--- config.mk ---
export PLATFORM = sky130hd
export DESIGN_NAME = peripheral_timer_array_flat
export DESIGN_NICKNAME = d
export VERILOG_FILES = /design/src/rtl/peripheral_timer_pkg.sv /design/src/rtl/peripheral_timer_array_if.sv /design/src/rtl/timer_channel.sv /design/src/rtl/peripheral_timer_array.sv /design/src/flat_wrapper.sv
export SDC_FILE = /design/constraint.sdc
export NUM_CORES = 1
export LEC_CHECK = 0
export CORE_AREA = 2 2 200 301
export CTS_CLUSTER_DIAMETER = 30
export CTS_CLUSTER_SIZE = 8
export DETAILED_ROUTE_END_ITERATION = 16
export DIE_AREA = 0 0 202 303
export PLACE_DENSITY = 0.79
export SETUP_SLACK_MARGIN = 0.1
export SLEW_MARGIN = 20
export SYNTH_ARGS = -nofsm -noshare
export SYNTH_HDL_FRONTEND = slang
export SYNTH_SLANG_ARGS = --single-unit
export TNS_END_PERCENT = 10
--- constraint.sdc ---
create_clock -name clk -period 9.1 [get_ports clk]
set_input_delay 0.91 -clock clk [delete_from_list [all_inputs] [get_ports clk]]
set_output_delay 0.91 -clock clk [all_outputs]
set_load 0.005 [all_outputs]
--- src/rtl/peripheral_timer_pkg.sv ---
// peripheral_timer_pkg: register map, CONFIG/STATUS bit positions and timer mode encoding.
package peripheral_timer_pkg;
  localparam int REGS_PER_CH = 4;
  localparam int REG_COUNT = 0;
  localparam int REG_RELOAD = 1;
  localparam int REG_CONFIG = 2;
  localparam int REG_STATUS = 3;
  localparam int CFG_EN = 0;
  localparam int CFG_DIR = 1;
  localparam int CFG_MODE_LO = 2;
  localparam int CFG_IRE = 4;
  localparam int CFG_PRE_LO = 8;
  localparam int ST_TC = 0;
  localparam int ST_LT = 1;
  typedef enum logic [1:0] {
    MODE_FREE     = 2'b00,
    MODE_PERIODIC = 2'b01,
    MODE_ONESHOT  = 2'b10,
    MODE_FREE_ALT = 2'b11
  } timer_mode_e;
endpackage

--- src/rtl/peripheral_timer_array_if.sv ---
// peripheral_timer_array_if: register bus with per-register write strobes and parallel read-back.
interface peripheral_timer_array_if #(parameter int NREGS = 16);
  logic [NREGS-1:0]       write_en;
  logic [31:0]            data_in;
  logic [NREGS-1:0][31:0] data_out;
  logic                   irq_out;
  modport master(output write_en, data_in, input data_out, irq_out);
  modport slave(input write_en, data_in, output data_out, irq_out);
endinterface

--- src/rtl/timer_channel.sv ---
// timer_channel: one counter channel; PERIPHERAL_TIMER_PRESCALE_EN adds a per-channel tick prescaler.
module timer_channel
  import peripheral_timer_pkg::*;
#(
  parameter int COUNT_WIDTH = 32
) (
  input  logic                             clk,
  input  logic                             rst,
  input  logic [REGS_PER_CH-1:0]           we_i,
  input  logic [31:0]                      data_i,
  output logic [REGS_PER_CH-1:0][31:0]     rd_o,
  output logic                             irq_o
);
  logic [COUNT_WIDTH-1:0] count_q, count_d, reload_q, reload_d, step;
  logic en_q, en_d, dir_q, dir_d, ire_q, ire_d, tc_q, tc_d, lt_q, lt_d;
  timer_mode_e mode_q, mode_d;
  logic wc, wr, wcfg, ws, tick, term, bounded, adv;
  logic [7:0] pre_rd;
  logic unused_data;
  assign unused_data = ^data_i;
  assign wc = we_i[REG_COUNT];
  assign wr = we_i[REG_RELOAD];
  assign wcfg = we_i[REG_CONFIG];
  assign ws = we_i[REG_STATUS];
`ifdef PERIPHERAL_TIMER_PRESCALE_EN
  logic [7:0] pre_q, pre_d, psc_q, psc_d;
  assign tick = psc_q == pre_q;
  assign pre_rd = pre_q;
  always_comb begin
    pre_d = wcfg ? data_i[CFG_PRE_LO +: 8] : pre_q;
    psc_d = (wc | wcfg | ~en_q | tick) ? 8'd0 : psc_q + 8'd1;
  end
  always_ff @(posedge clk or posedge rst)
    if (rst) begin
      pre_q <= '0;
      psc_q <= '0;
    end else begin
      pre_q <= pre_d;
      psc_q <= psc_d;
    end
`else
  assign tick = 1'b1;
  assign pre_rd = 8'd0;
`endif
  assign bounded = (mode_q == MODE_PERIODIC) || (mode_q == MODE_ONESHOT);
  assign term = dir_q ? (bounded ? count_q == reload_q : &count_q) : count_q == '0;
  assign adv = en_q & tick & ~wc;
  assign step = dir_q ? count_q + COUNT_WIDTH'(1) : count_q - COUNT_WIDTH'(1);
  // Terminal handling: periodic reloads, one-shot parks and disables, free-run just wraps.
  always_comb begin
    count_d = wc ? data_i[COUNT_WIDTH-1:0] : !adv ? count_q : !term ? step :
              mode_q == MODE_PERIODIC ? (dir_q ? '0 : reload_q) :
              mode_q == MODE_ONESHOT ? count_q : step;
    reload_d = wr ? data_i[COUNT_WIDTH-1:0] : reload_q;
    en_d = wcfg ? data_i[CFG_EN] : en_q & ~(adv & term & (mode_q == MODE_ONESHOT));
    dir_d = wcfg ? data_i[CFG_DIR] : dir_q;
    mode_d = wcfg ? timer_mode_e'(data_i[CFG_MODE_LO +: 2]) : mode_q;
    ire_d = wcfg ? data_i[CFG_IRE] : ire_q;
    tc_d = (adv & term) | (tc_q & ~(ws & data_i[ST_TC]));
    lt_d = count_d < reload_d;
  end
  always_ff @(posedge clk or posedge rst)
    if (rst) begin
      count_q <= '0;
      reload_q <= '0;
      en_q <= 1'b0;
      dir_q <= 1'b0;
      mode_q <= MODE_FREE;
      ire_q <= 1'b0;
      tc_q <= 1'b0;
      lt_q <= 1'b0;
    end else begin
      count_q <= count_d;
      reload_q <= reload_d;
      en_q <= en_d;
      dir_q <= dir_d;
      mode_q <= mode_d;
      ire_q <= ire_d;
      tc_q <= tc_d;
      lt_q <= lt_d;
    end
  assign rd_o[REG_COUNT] = 32'(count_q);
  assign rd_o[REG_RELOAD] = 32'(reload_q);
  assign rd_o[REG_CONFIG] = {16'd0, pre_rd, 3'd0, ire_q, mode_q, dir_q, en_q};
  assign rd_o[REG_STATUS] = {30'd0, lt_q, tc_q};
  assign irq_o = tc_q & ire_q;
endmodule

--- src/rtl/peripheral_timer_array.sv ---
// peripheral_timer_array: multi-channel counter/timer with a registered global interrupt.
module peripheral_timer_array
  import peripheral_timer_pkg::*;
#(
  parameter int CHANNELS = 4,
  parameter int COUNT_WIDTH = 32
) (
  input logic clk,
  input logic reset,
  peripheral_timer_array_if.slave bus
);
  logic [CHANNELS-1:0] irq_req;
  logic irq_q, irq_d;
  for (genvar c = 0; c < CHANNELS; c++) begin : g_ch
    logic [REGS_PER_CH-1:0][31:0] rd;
    timer_channel #(.COUNT_WIDTH(COUNT_WIDTH)) u_ch (
      .clk(clk),
      .rst(reset),
      .we_i(bus.write_en[c*REGS_PER_CH +: REGS_PER_CH]),
      .data_i(bus.data_in),
      .rd_o(rd),
      .irq_o(irq_req[c])
    );
    assign bus.data_out[c*REGS_PER_CH +: REGS_PER_CH] = rd;
  end
  assign irq_d = |irq_req;
  always_ff @(posedge clk or posedge reset)
    if (reset) irq_q <= 1'b0;
    else irq_q <= irq_d;
  assign bus.irq_out = irq_q;
endmodule

--- src/flat_wrapper.sv ---
// flat-port wrapper written by rule: the top's interface ports become plain ports
module peripheral_timer_array_flat import peripheral_timer_pkg::*;
#(
  parameter int CHANNELS = 4,
  parameter int COUNT_WIDTH = 32
)
  (clk, reset, bus_write_en, bus_data_in, bus_data_out, bus_irq_out);
  peripheral_timer_array_if #(.NREGS((4 * (4)))) bus_i ();
  input logic clk;
  input logic reset;
  input wire logic [$bits(bus_i.write_en)-1:0] bus_write_en;
  input wire logic [$bits(bus_i.data_in)-1:0] bus_data_in;
  output wire logic [$bits(bus_i.data_out)-1:0] bus_data_out;
  output wire logic [$bits(bus_i.irq_out)-1:0] bus_irq_out;
  assign bus_i.write_en = bus_write_en;
  assign bus_i.data_in = bus_data_in;
  assign bus_data_out = bus_i.data_out;
  assign bus_irq_out = bus_i.irq_out;
  peripheral_timer_array #(.CHANNELS(CHANNELS), .COUNT_WIDTH(COUNT_WIDTH)) u_core (.clk(clk), .reset(reset), .bus(bus_i));
endmodule
==> metrics.yaml, run 1 <==
status: "completed"
post_drt_wl_per_cell_um: 25.1
clock.fmax_ghz: 0.150
vdd_ir_drop_max_uv: 160
syn_inst: 3530
syn_avg_cell_area_um2: 8.06
portBuffers: 334
num_vias: 29300
yosysSeqAreaShare_pct: 25.1
finalNonFillerCells: 4607
finalCritPeriodShare_pct: 73.5
synth_xor_area_share_pct: 7.14
start_util_pct: 48.6
area_growth_pct: 19.1
tightest_slew_ns: 1.17
synth_edf_count: 0
synth_area_leader_cell: "dfrtp_1"
clock-sinks: 285
clock_latency_ns: 0.62
viasPerCell: 6.37
fin_area_um2: 33900
finalSetupViolCount: 0
final_nets: 4074
htreeDepth: 3
ff2ff_setup_slack_ns: 2.42
clk_transition_reported_paths_ns: 0.05
yosys_warnings: 0
synth_top_family_by_area: "compound AO/OA/AOI/OAI gates"
required_ns: 9.64
place_ws_ns: 2.59
cts_hold_buf: 0
max-cap-violations: 0
critPathKind: "reg -> reg"
dr.pass1.iters: 7
ys_ff_latch: 285
cts_made_buffers: 74
path_cells: "clkinv_1 > buf_4 > buf_4 > or4_1 > nor2_1 > a31oi_4 > buf_4 > nor2b_1 > nand2_1 > o22a_1 > a311oi_1 > a21o_1 > ha_1 > a21o_1 > a21o_1 > a21o_1 > a21oi_1 > nor2b_1 > o21ai_0 > nand2b_1 > a21oi_1 > nor3_1 > a2111oi_0 > and3_1"
crit_top_cell: "a21o_1"
rsz0062_at_grt: "no"
slowest_delay_ns: 0.83
crit_family: "compound AO/OA/AOI/OAI gates"
gp_congestion: 1.01
clk_path_buf_depth: 3
postRouteWirelength_um: 116000
synth_area_leaders: "dfrtp_1, ha_1, buf_4"
power_uw: 8010
arrival_ns: 7.22
placed_cell_area_um2: 31300
finalHoldViolCount: 0
synthArstFlopShare_pct: 100
rows: 109
yosysUniqueCellTypes: 97
path_buf_inv: 4
synth_fa_ha_area_share_pct: 11.4
ctsResizeCount: 0
relSlewSlack_pct: 22.0
drive_gt1_share_pct: 6.17
die-area_um2: 61200
ant_nets: 0
grt_pass1_wl_um: 169000
cts-root-buf: "clkbuf_16"
io_pins: 563
overflow: 0
die_y_um: 303
yosysTopAreaCellShare_pct: 25.1
drc: 0
synth_area_um2: 28400
fin_ws_ns: 2.42
fin_skew_ns: 0.0419
synthFlopType: "dfrtp_1"
crit_path_start_kind: "flip-flop"
die_x_um: 202
fin_crit_ns: 6.68
synth-simple-area-share_pct: 15.7
antenna_found_initial: 5
slew_violations: 0
cts_tree: "yes"
dp_hpwl_um: 82700
p_per_area_nw_per_um2: 237
grt_max_degree: 121
synth_compound_area_share_pct: 23.8
end_kind: "flip-flop"
cp_max_fo: 38
drt-initial-drc-count: 3296
hold_path.class: "reg -> reg"
grtUsageTotal_pct: 36.5
grt_pass1_vias: 27600
leakagePower_uw: 0.0152
core-area_um2: 58500
setup-tns-final_ns: 0
synthMuxAreaShare_pct: 4.80
slowest_stage: "clkinv_1"
postCtsSetupBuffers: 0
dp_cells: 4469
-- sequential cells by signal, indices dropped and copies added, names as in the netlist --
name,cells
u_core.g_ch.u_ch.count_q,128
u_core.g_ch.u_ch.reload_q,128
u_core.g_ch.u_ch.mode_q,8
u_core.g_ch.u_ch.dir_q,4
u_core.g_ch.u_ch.en_q,4
u_core.g_ch.u_ch.ire_q,4
u_core.g_ch.u_ch.lt_q,4
u_core.g_ch.u_ch.tc_q,4
u_core.bus.irq_out,1
-- stage by stage --
step	utilization (%)	hold WS, ns
finish	57.9	0.509
global route	57.9	0.520
CTS	57.9	0.507
detailed placement	53.4	0.499
global placement	53.4	0.492
floorplan	-	0.470
-- cells in the final DEF (no fill, tap or decap), drive strengths merged, types with 14 or more instances in the layout --
master / instances
mux2i: 124
nand2b: 29
a31oi: 63
a211oi: 21
a22oi: 27
xnor2: 120
nand4: 88
and2: 14
nor3: 42
o211ai: 22
clkinv: 20
nor4: 61
clkdlybuf4s50: 329
dfrtp: 285
conb: 228
nand3: 59
o22ai: 23
a21o: 96
or3: 22
inv: 202
nor2: 205
o221ai: 42
xor2: 112
nand2: 270
a21oi: 287
o21ai: 301
buf: 48
and3: 40
nor2b: 42
a221oi: 15
ha: 252
o21a: 36
clkbuf: 96
-- path summary, 6_finish.rpt --
kind	from	to	cells past startpoint
max	u_core.g_ch[2].u_ch.dir_q	u_core.g_ch[2].u_ch.lt_q	24
min	u_core.g_ch[3].u_ch.tc_q	u_core.g_ch[3].u_ch.tc_q	1
max reg2reg	u_core.g_ch[2].u_ch.dir_q	u_core.g_ch[2].u_ch.lt_q	24
min reg2reg	u_core.g_ch[3].u_ch.tc_q	u_core.g_ch[3].u_ch.tc_q	1
max in group asynchronous	reset	u_core.g_ch[3].u_ch.mode_q[1]	3
min in group asynchronous	reset	u_core.g_ch[1].u_ch.reload_q[6]	2
-- cell type report --
cell class / count / area (um2)
clock inverter: 38 / 497
clock buffer: 96 / 2100
sequential: 285 / 7130
timing repair buffer: 377 / 3640
fill: 5269 / 24600
tap: 777 / 972
antenna: 4 / 10.0
multi-input combinational: 2827 / 18800
inverter: 203 / 769
-- layer usage --
layer	vias to the layer above	track usage (%)	wire [um]
met5	-	0	20
met4	4	30.4	10600
met3	614	8.69	13300
li1	12800	-	-
met2	2327	59.0	52700
met1	13600	40.9	38900
-- Yosys cell counts (6+ instances only) --
library cell,instances
ha_1,252
nor4_1,61
mux2i_1,124
xor2_1,112
nand4_1,88
o211ai_1,21
a31oi_1,63
buf_1,12
o22ai_1,22
a221o_1,8
or3_1,22
o21ai_0,284
buf_4,250
buf_2,18
clkbuf_1,153
a221oi_1,15
a22oi_1,26
o21a_1,36
and2_1,14
o31ai_1,13
buf_6,7
o22a_1,6
nor3b_1,7
xnor2_1,120
dfrtp_1,285
inv_1,199
o21bai_1,12
nor3_1,42
o221ai_1,42
a311oi_1,12
or2_2,8
and3_1,39
nand3_1,58
o21ai_1,13
nor2b_1,42
a21oi_1,284
nand2b_1,29
nand2_1,270
a211oi_1,19
a21o_1,94
or4_1,8
mux2_2,11
nor2_1,201
-- cell families after synthesis --
group | count (synthesis)
other | 1
XOR/XNOR | 232
buffers and inverters | 645
flip-flops | 285
AO/OA/AOI/OAI | 1064
multiplexers | 135
AND/OR/NAND/NOR | 912
adder cells (fa/ha/maj) | 256
-- power breakdown --
group	switching, uW	total, uW	leakage (uW)	internal, uW
logic	1860	3320	0.0106	1460
registers	505	1950	0.00336	1450
clock network	866	2740	0.00125	1870
total	3230	8010	0.0152	4780
(Power assumes the default switching activity.)
==> run 2: changes to the inputs <==
--- a/config.mk
+++ b/config.mk
@@ -5,12 +5,12 @@
 export SDC_FILE = /design/constraint.sdc
 export NUM_CORES = 1
 export LEC_CHECK = 0
-export CORE_AREA = 2 2 200 301
+export CORE_AREA = 2 2 191 287
 export CTS_CLUSTER_DIAMETER = 30
 export CTS_CLUSTER_SIZE = 8
 export DETAILED_ROUTE_END_ITERATION = 16
-export DIE_AREA = 0 0 202 303
-export PLACE_DENSITY = 0.79
+export DIE_AREA = 0 0 193 289
+export PLACE_DENSITY = 0.82
 export SETUP_SLACK_MARGIN = 0.1
 export SLEW_MARGIN = 20
 export SYNTH_ARGS = -nofsm -noshare
==> constraint.sdc (replaced) <==
create_clock -name clk -period 6.5 [get_ports clk]
set_input_delay 0.65 -clock clk [delete_from_list [all_inputs] [get_ports clk]]
set_output_delay 0.65 -clock clk [all_outputs]
set_load 0.005 [all_outputs]
==> metrics.yaml, run 2 (same netlist as run 1, synthesis figures left out) <==
seq_power_share_pct: 26.1
num_vias: 29400
top_regs: "u_core.g_ch.u_ch.count_q: 128 flops, u_core.g_ch.u_ch.reload_q: 128 flops, u_core.g_ch.u_ch.mode_q: 8 flops"
clk_path_buf_depth: 3
overflow: 0
tightest_slew_ns: 1.18
dp_hpwl_um: 81400
clock.fmax_ghz: 0.168
grtUsageTotal_pct: 39.9
diodes: 0
ctsResizeCount: 0
critPathKind: "reg -> reg"
relSlewSlack_pct: 20.9
required_ns: 6.99
grt_pass1_vias: 27900
leakagePower_uw: 0.0150
cts_tree: "yes"
die_y_um: 289
r2r_end: "u_core.g_ch[1].u_ch.lt_q"
fin_ws_ns: 0.560
clk_transition_reported_paths_ns: 0.05
rows: 104
finalHoldViolCount: 0
setup-tns-final_ns: 0
cts_made_buffers: 61
fin_area_um2: 33300
finalSetupViolCount: 0
rsz0062_at_grt: "no"
ant_nets: 0
grt_max_degree: 146
viasPerCell: 6.53
grt_pass1_wl_um: 168000
wl_met3_um: 13600
placed_cell_area_um2: 31300
finalCritPeriodShare_pct: 91.4
slowest_delay_ns: 0.86
die_x_um: 193
crit_path_start_kind: "flip-flop"
dr.pass1.iters: 6
power.share.combinational_pct: 44.3
fin_crit_ns: 5.94
final_common_cell: "clkdlybuf4s50_1"
ff2ff_setup_slack_ns: 0.56
p_clk_share_pct: 29.6
crit_family: "compound AO/OA/AOI/OAI gates"
worstHoldStart: "u_core.g_ch[0].u_ch.tc_q"
die-area_um2: 55800
min_to: "u_core.g_ch[0].u_ch.tc_q"
dr_wl_met2_um: 50600
htreeDepth: 2
gp_congestion: 1.03
wl_met1_um: 38200
postCtsSetupBuffers: 0
post_drt_wl_per_cell_um: 25.3
layout_common_cells: "clkdlybuf4s50_1, dfrtp_1, a21oi_1, o21ai_0, nand2_1"
cts-root-buf: "clkbuf_16"
dp_cells: 4391
fillers: 4625
path_cells: "inv_1 > ha_1 > a211oi_1 > nor3_1 > o2111ai_1 > a21boi_1 > o21ai_0 > nand4b_1 > a311oi_1 > o21bai_1 > xnor2_1 > a2111oi_0 > a211oi_1 > ha_1 > nand4_1 > nor2_1 > nand2_1 > nor3_1 > a21oi_1 > o21ai_0 > a31oi_1"
fin_skew_ns: 0.0323
finalNonFillerCells: 4497
vdd_ir_drop_max_uv: 297
clock-sinks: 285
antenna_found_initial: 6
place_ws_ns: 0.890
drt-initial-drc-count: 3376
netSwitchingFraction_pct: 41.8
final_nets: 4071
r2r_cells: 21
max-cap-violations: 0
status: "completed"
end_kind: "flip-flop"
path_buf_inv: 1
slowest_stage: "inv_1"
reg2reg_from: "u_core.g_ch[1].u_ch.dir_q"
hold_path.class: "reg -> reg"
arrival_ns: 6.43
portBuffers: 334
area_growth_pct: 17.0
drive_gt1_share_pct: 5.83
slew_violations: 0
postRouteWirelength_um: 114000
p_per_area_nw_per_um2: 313
cts_hold_buf: 0
core-area_um2: 53400
min_path_cells: 1
cp_max_fo: 26
intPower_uw: 6060
io_pins: 563
start_util_pct: 53.3
drc: 0
top_layer: "met5"
switchingPower_uw: 4350
clock_latency_ns: 0.64
[run 2: cell count changes in the layout (fill, tap and decap cells not counted), sizes merged]
| cell | previous run | this run |
|---|---|---|
| clkbuf | 96 | 77 |
| inv | 202 | 200 |
| diode | 4 | 0 |
| bufinv | 9 | 4 |
| clkinvlp | 10 | 9 |
| clkdlybuf4s50 | 329 | 328 |
| buf | 48 | 58 |
[run 2: layout make-up]
cell class	instances	area [um2]	share of cell area, %
Inverter	203	766	2.30
Tap cell	689	862	2.59
Multi-Input combinational cell	2827	18800	56.4
Clock buffer	76	1690	5.09
Sequential cell	285	7130	21.4
Clock inverter	30	323	0.970
Timing Repair Buffer	387	3740	11.2
[run 2: worst max-delay path by stage]
stage,start,to,depth (start not counted),slack (ns)
6_report,u_core.g_ch[1].u_ch.dir_q,u_core.g_ch[1].u_ch.lt_q,21,0.56
5_1_grt,u_core.g_ch[1].u_ch.dir_q,u_core.g_ch[1].u_ch.lt_q,21,0.36
4_1_cts,u_core.g_ch[1].u_ch.dir_q,u_core.g_ch[1].u_ch.lt_q,21,0.81
3_5_place_dp,u_core.g_ch[1].u_ch.dir_q,u_core.g_ch[1].u_ch.lt_q,21,0.89
3_3_place_gp,u_core.g_ch[1].u_ch.dir_q,u_core.g_ch[1].u_ch.lt_q,21,1.01
2_1_floorplan,u_core.g_ch[2].u_ch.dir_q,u_core.g_ch[2].u_ch.lt_q,26,0.73
[run 2: per-layer routing]
| layer | global-route usage [%] | up-vias |
|---|---|---|
| li1 | - | 12800 |
| met1 | 45.3 | 13600 |
| met2 | 62.8 | 2343 |
| met3 | 9.91 | 681 |
| met4 | 33.6 | 8 |
| met5 | 0 | - |
[run 2: metrics by stage]
stage	total power, uW	util [%]	hold WS (ns)
5_1_grt	10900	62.4	0.541
6_report	10400	62.4	0.538
3_3_place_gp	7110	58.6	0.493
2_1_floorplan	5550	-	0.470
3_5_place_dp	7160	58.6	0.501
4_1_cts	10300	62.4	0.537
[run 2: power by group through the flow]
stage	Sequential (uW)	Clock, uW	Combinational [uW]
floorplan	2410	0	3140
global placement	2700	0	4410
detailed placement	2700	0	4460
CTS	2670	3080	4500
global route	2720	3160	5040
finish	2720	3080	4620
